===== config.mk =====
export PLATFORM = sky130hd
export DESIGN_NAME = result_collector_flat
export DESIGN_NICKNAME = d
export VERILOG_FILES = /design/src/rtl/result_collector_pkg.sv /design/src/rtl/result_collector_if.sv /design/src/rtl/result_collector_argmax_tracker.sv /design/src/rtl/result_collector.sv /design/src/flat_wrapper.sv
export SDC_FILE = /design/constraint.sdc
export NUM_CORES = 1
export LEC_CHECK = 0
export ABC_AREA = 1
export CAP_MARGIN = 10
export CORE_MARGIN = 5
export CORE_UTILIZATION = 50
export CTS_CLUSTER_SIZE = 14
export DETAILED_ROUTE_END_ITERATION = 6
export PLACE_DENSITY = 0.72
export SLEW_MARGIN = 25
export SYNTH_ARGS = -nofsm -noshare
export SYNTH_HDL_FRONTEND = slang
export SYNTH_HIERARCHICAL = 1
export SYNTH_SLANG_ARGS = --single-unit

===== constraint.sdc =====
create_clock -name clk -period 1.7 [get_ports clk]
set_input_delay 0.34 -clock clk [delete_from_list [all_inputs] [get_ports clk]]
set_output_delay 0.34 -clock clk [all_outputs]
set_load 0.005 [all_outputs]

===== src/rtl/result_collector_pkg.sv =====
// Shared types and constants for the result collector.
// The optional RESULT_COLLECTOR_SATURATE_EN build uses SAT_POS and SAT_NEG.
package result_collector_pkg;

  typedef enum logic [1:0] {
    IDLE  = 2'd0,
    ISSUE = 2'd1,
    WAIT  = 2'd2,
    DONE  = 2'd3
  } collector_state_t;

  localparam int unsigned NUM_ROWS_DEF = 10;
  localparam int unsigned ROW_W_DEF    = 4;
  localparam int unsigned DATA_W_DEF   = 32;

  localparam logic [31:0] SAT_POS = 32'h7FFF_FFFF;
  localparam logic [31:0] SAT_NEG = 32'h8000_0000;

endpackage


===== src/rtl/result_collector_if.sv =====
// Row request/result handshake between the result collector (master) and the multiplier (slave).
interface result_collector_if #(
  parameter int unsigned ROW_W  = 4,
  parameter int unsigned DATA_W = 32
);
  logic              begin_mult;
  logic [ROW_W-1:0]  row_select;
  logic              w_result_ena;
  logic [DATA_W-1:0] row_result;
  logic              overflow;
  logic              done_row;

  modport master (
    output begin_mult, row_select,
    input  w_result_ena, row_result, overflow, done_row
  );

  modport slave (
    input  begin_mult, row_select,
    output w_result_ena, row_result, overflow, done_row
  );
endinterface


===== src/rtl/result_collector_argmax_tracker.sv =====
// Running signed argmax: load takes the value unconditionally, update only when strictly greater.
module argmax_tracker #(
  parameter int unsigned IDX_W  = 4,
  parameter int unsigned DATA_W = 32
) (
  input  logic              clk,
  input  logic              n_rst,
  input  logic              load,
  input  logic              update,
  input  logic [IDX_W-1:0]  in_idx,
  input  logic [DATA_W-1:0] in_value,
  output logic [IDX_W-1:0]  idx,
  output logic [DATA_W-1:0] value
);

  logic take;

  // Ties keep the earlier (lower) index because the compare is strict.
  assign take = load || (update && ($signed(in_value) > $signed(value)));

  always_ff @(posedge clk or negedge n_rst) begin
    if (!n_rst) begin
      idx   <= '0;
      value <= '0;
    end else if (take) begin
      idx   <= in_idx;
      value <= in_value;
    end
  end

endmodule


===== src/rtl/result_collector.sv =====
// Sequences multiplier rows, stores per-row scores and reports the signed argmax.
// Define RESULT_COLLECTOR_SATURATE_EN to clamp overflowed results instead of storing them wrapped.
module result_collector
  import result_collector_pkg::*;
#(
  parameter int unsigned NUM_ROWS = NUM_ROWS_DEF,
  parameter int unsigned ROW_W    = ROW_W_DEF,
  parameter int unsigned DATA_W   = DATA_W_DEF
) (
  input  logic                clk,
  input  logic                n_rst,
  input  logic                start,
  result_collector_if.master  mif,
  input  logic [ROW_W-1:0]    score_sel,
  output logic [DATA_W-1:0]   score_out,
  output logic                busy,
  output logic                classify_done,
  output logic [ROW_W-1:0]    digit,
  output logic [DATA_W-1:0]   max_value,
  output logic                any_overflow,
  output logic                protocol_err
);

  collector_state_t  state_q, state_d;
  logic [ROW_W-1:0]  row_q, row_d;
  logic              any_ovf_d;
  logic              perr_d;
  logic              capture;
  logic              last_row;
  logic [DATA_W-1:0] cap_value;
  logic [DATA_W-1:0] score_q [NUM_ROWS];

  assign last_row       = (row_q == ROW_W'(NUM_ROWS - 1));
  assign mif.row_select = row_q;

`ifdef RESULT_COLLECTOR_SATURATE_EN
  // MSB set on an overflowed result means the true value was positive.
  assign cap_value = !mif.overflow ? mif.row_result
                   : (mif.row_result[DATA_W-1] ? DATA_W'(SAT_POS) : DATA_W'(SAT_NEG));
`else
  assign cap_value = mif.row_result;
`endif

  // Next-state, row counter and sticky flag logic.
  always_comb begin
    state_d   = state_q;
    row_d     = row_q;
    any_ovf_d = any_overflow;
    perr_d    = protocol_err;
    capture   = 1'b0;
    case (state_q)
      IDLE: begin
        if (start) begin
          state_d   = ISSUE;
          row_d     = '0;
          any_ovf_d = 1'b0;
          perr_d    = 1'b0;
        end else if (mif.w_result_ena) begin
          perr_d = 1'b1;
        end
      end
      ISSUE: begin
        state_d = WAIT;
        if (mif.w_result_ena) perr_d = 1'b1;
      end
      WAIT: begin
        if (mif.w_result_ena) begin
          capture   = 1'b1;
          any_ovf_d = any_overflow | mif.overflow;
          if (!mif.done_row) perr_d = 1'b1;
          if (last_row) begin
            state_d = DONE;
          end else begin
            row_d   = row_q + ROW_W'(1);
            state_d = ISSUE;
          end
        end
      end
      DONE: begin
        state_d = IDLE;
        if (mif.w_result_ena) perr_d = 1'b1;
      end
      default: state_d = IDLE;
    endcase
  end

  // State and registered outputs, derived from the next state.
  always_ff @(posedge clk or negedge n_rst) begin
    if (!n_rst) begin
      state_q        <= IDLE;
      row_q          <= '0;
      mif.begin_mult <= 1'b0;
      busy           <= 1'b0;
      classify_done  <= 1'b0;
      any_overflow   <= 1'b0;
      protocol_err   <= 1'b0;
    end else begin
      state_q        <= state_d;
      row_q          <= row_d;
      mif.begin_mult <= (state_d == ISSUE);
      busy           <= (state_d != IDLE);
      classify_done  <= (state_d == DONE);
      any_overflow   <= any_ovf_d;
      protocol_err   <= perr_d;
    end
  end

  always_ff @(posedge clk or negedge n_rst) begin
    if (!n_rst) begin
      for (int i = 0; i < int'(NUM_ROWS); i++) score_q[i] <= '0;
    end else if (capture) begin
      score_q[row_q] <= cap_value;
    end
  end

  assign score_out = (score_sel < ROW_W'(NUM_ROWS)) ? score_q[score_sel] : '0;

  argmax_tracker #(
    .IDX_W  (ROW_W),
    .DATA_W (DATA_W)
  ) u_argmax (
    .clk      (clk),
    .n_rst    (n_rst),
    .load     (capture && (row_q == '0)),
    .update   (capture && (row_q != '0)),
    .in_idx   (row_q),
    .in_value (cap_value),
    .idx      (digit),
    .value    (max_value)
  );

endmodule


===== src/flat_wrapper.sv =====
// flat-port wrapper written by rule: the top's interface ports become plain ports
module result_collector_flat import result_collector_pkg::*;
#(
  parameter int unsigned NUM_ROWS = NUM_ROWS_DEF,
  parameter int unsigned ROW_W    = ROW_W_DEF,
  parameter int unsigned DATA_W   = DATA_W_DEF
)
  (clk, n_rst, start, score_sel, score_out, busy, classify_done, digit, max_value, any_overflow, protocol_err, mif_begin_mult, mif_row_select, mif_w_result_ena, mif_row_result, mif_overflow, mif_done_row);
  result_collector_if #(.ROW_W(ROW_W), .DATA_W(DATA_W)) mif_i ();
  input  logic clk;
  input  logic n_rst;
  input  logic start;
  input  logic [ROW_W-1:0] score_sel;
  output logic [DATA_W-1:0] score_out;
  output logic busy;
  output logic classify_done;
  output logic [ROW_W-1:0] digit;
  output logic [DATA_W-1:0] max_value;
  output logic any_overflow;
  output logic protocol_err;
  output wire logic [$bits(mif_i.begin_mult)-1:0] mif_begin_mult;
  output wire logic [$bits(mif_i.row_select)-1:0] mif_row_select;
  input wire logic [$bits(mif_i.w_result_ena)-1:0] mif_w_result_ena;
  input wire logic [$bits(mif_i.row_result)-1:0] mif_row_result;
  input wire logic [$bits(mif_i.overflow)-1:0] mif_overflow;
  input wire logic [$bits(mif_i.done_row)-1:0] mif_done_row;
  assign mif_begin_mult = mif_i.begin_mult;
  assign mif_row_select = mif_i.row_select;
  assign mif_i.w_result_ena = mif_w_result_ena;
  assign mif_i.row_result = mif_row_result;
  assign mif_i.overflow = mif_overflow;
  assign mif_i.done_row = mif_done_row;
  result_collector #(.NUM_ROWS(NUM_ROWS), .ROW_W(ROW_W), .DATA_W(DATA_W)) u_core (.clk(clk), .n_rst(n_rst), .start(start), .mif(mif_i), .score_sel(score_sel), .score_out(score_out), .busy(busy), .classify_done(classify_done), .digit(digit), .max_value(max_value), .any_overflow(any_overflow), .protocol_err(protocol_err));
endmodule

==> run metrics <==
grt ovf 0; CTS buffer count 40; Die Wd 200.7 um; gr usage total approximately 28%; clk_skew 19.16 ps; Synth Instances approximately 2300; Final period util 137.3%; sequential power share 38.3%; switching power 0.01000 W; pin count of the biggest net entering global routing 65; final net count 2753; Routed Antenna Nets 0; clock root cell clkbuf_16; DRC Markers 0; total chip power 0.03046 W; I/O pin count 119; RePlAce Congestion 0.8540; CP max stage cell dfrtp_1; Synth cell types 32; crit path DAT about 2800 ps; Comb power frac 31.6%; H-Tree Depth 2; clock power share 30.1%; core area 35740 um^2; Setup TNS Final -34830 ps; slack of the critical path -633.7 ps; max_cap viols 0; synth warn 6; clk sinks 367; DP HPWL 36500 um; first-pass GRT wire length 92120 um; Final Slew Violations 0; diodes inserted 0; wire per inst 20.89 um; commonest non-fill, non-tap cell in the layout nand2_1; Cell Rows 69; Vias 18250; CP peak stage delay 360 ps; Max Fclk 428.5 MHz; most frequent cells in the layout nand2_1 (674), dfrtp_1 (367), buf_4 (234); P_int 0.02046 W; Final Setup Violations 150; CTS tree yes; vias per std cell between 5 and 6; Port Buf Inserts 118; min cycle time layout 2334 ps; Crit Path Max Fanout 9; Clock transition at path regs roughly 60 ps; layout cell share with drive strength beyond 1 31.78%; Max Root-Sink Buffers 3; relative slew slack 62.61%; Hold/Removal Path Class in -> async; Final Hold Viols 0; sw frac 32.84%; Synth Cell Area 18180 um^2; outcome finished with violations; Critical Path Most Common Cell nand2_1; wirelength, routed 66160 um; Synth Area per Inst 7.846 um^2; die footprint 40270 um^2; vias in the first global route about 17000; failing checks negative setup slack; Seq/Total Area, Yosys 50.52%; DR iter-0 viols roughly 2000; Area growth syn-to-layout 40.43%; Initial Util between 50% and 60%; critical-path cell list inv_1, ha_4, nand4_1, nor3_2, nand2_1, nand2_2, nand2_2, nand2_1, nand2_2, nand3_4, buf_12, nand2_8, nand2_1, nand2_1; Net Count, Synth 2395; Die H 200.7 um; later-pin clock latency in the skew report 550 ps; Power Density 1193 nW/um^2; antenna violations before repair 0; Req. time, crit path roughly 2100 ps; RSZ-0062 raised after global routing true; Pre-Repair DR Iteration Count 7; Yosys reg bits 367; Static Leakage 12.58 nW; CP Capture Type flop; worst vdd ir just under 0.8 mV; crit path kind reg -> reg; worst-margin pin slew about 560 ps; critical path launch point type flop
## layout make-up
cell class	instances	area, um^2
clock buffers	56	1182
clock inverters	17	200.2
fillers	2537	10210
inverters	288	1086
multi-input cells	1531	8703
flip-flops and latches	367	9184
well taps	461	576.8
repair buffers	447	4598
## logic make-up (layout without fill, tap and decap cells)
family,after synthesis,count (layout),share of synthesized area [%]
compound gates,429,429,13.28
xor+xnor,2,2,0.09637
fa+ha+maj,36,36,2.478
buf+inv,423,808,9.498
flops,367,367,50.52
simple gates,1060,1064,24.14
## synth_stat cells
cell type,n,area [um^2]
a21o_1,1,7.510
a21oi_1,40,200.2
a31oi_1,1,6.260
buf_1,16,60.06
buf_2,15,75.07
buf_6,16,180.2
clkbuf_1,88,330.3
clkinv_1,1,3.750
dfrtp_1,367,9184
ha_1,36,450.4
inv_1,281,1055
inv_2,6,22.52
nand2_1,785,2947
nand2_2,1,6.260
nand2_4,1,11.26
nand3_1,207,1036
nand3_4,1,17.52
nand4_1,16,100.1
nor2_1,29,108.9
nor2_2,2,12.51
nor2_4,1,11.26
nor3_1,2,10.01
nor3_2,1,10.01
nor3_4,3,48.80
o211ai_1,19,142.6
o21a_1,2,15.01
o21ai_0,305,1526
o21ai_1,5,25.02
o21ai_2,56,490.5
or2_1,1,6.260
or2_2,10,62.56
xor2_1,2,17.52
## state kept, by name (all words and copies together) (netlist names), 2 cells and up
signal and flops:
u_core/mif.row_select 4, u_core/score_q 320, u_core/state_q 2, u_core/u_argmax/idx 4, u_core/u_argmax/value 32
## power by group through the flow
stage                     clock network (W)  registers, W  logic, W
after floorplan                           0        0.0115   0.00391
after CTS                           0.00925        0.0114   0.00829
after detailed placement                  0        0.0116   0.00780
after global placement                    0        0.0115   0.00753
final                               0.00918        0.0117   0.00963
after global routing                0.00965        0.0118    0.0104
## worst max-delay path: cells and delay by family (launching register included)
family | cells | cell delay, ps
flops | 1 | 360
buf+inv | 2 | 270
fa+ha+maj | 1 | 260
simple gates | 11 | 1310
## worst paths after layout
check	from	to	slack (ps)	cells after the start
max in group asynchronous	n_rst	u_core/score_q[30]$_DFFE_PN0P_	690	3
hold reg to reg	u_core/score_q[206]$_DFFE_PN0P_	u_core/score_q[206]$_DFFE_PN0P_	490	2
setup reg to reg	u_core/u_argmax/value[9]$_DFFE_PN0P_	u_core/u_argmax/value[16]$_DFFE_PN0P_	-630	14
setup / recovery	u_core/u_argmax/value[9]$_DFFE_PN0P_	u_core/u_argmax/value[16]$_DFFE_PN0P_	-630	14
min in group clk	mif_overflow	u_core/any_overflow$_DFFE_PN0P_	350	3
hold / removal	n_rst	u_core/score_q[312]$_DFFE_PN0P_	280	2
## metal layers
metal	up-vias	wire length [um]	global-route usage [%]	share of wire (%)
met5	-	0	0	0
met4	0	3355	11.92	5.1
met3	243	6368	3.441	9.6
met2	1090	30930	46.85	47
met1	8825	25510	36.80	39
li1	8088	-	-	-
## what timing repair did
item                       in CTS  in global routing
hold endpoints to repair       27                  0
cloned                          9                 26
pin swaps                      64                102
gates resized for setup       369                335
setup buffers                  38                 29
hold buffers                    1                  0
setup endpoints to repair     179                209
## metrics by stage
step / setup WS (ps) / hold WS [ps] / cell area (um^2) / std cells / utilization (%)
2_1_floorplan: -138.2 / 44.41 / 18220 / 2317 / -
3_3_place_gp: -1120 / 271.6 / 21630 / 2993 / 60.52
3_5_place_dp: -1136 / 272.0 / 21630 / 2993 / 60.52
4_1_cts: -423.6 / 291.1 / 23880 / 3114 / 66.80
5_1_grt: -665.0 / 311.9 / 25530 / 3167 / 71.43
6_report: -633.7 / 280.7 / 25530 / 3167 / 71.43
Power figures use the tool's default switching activity.
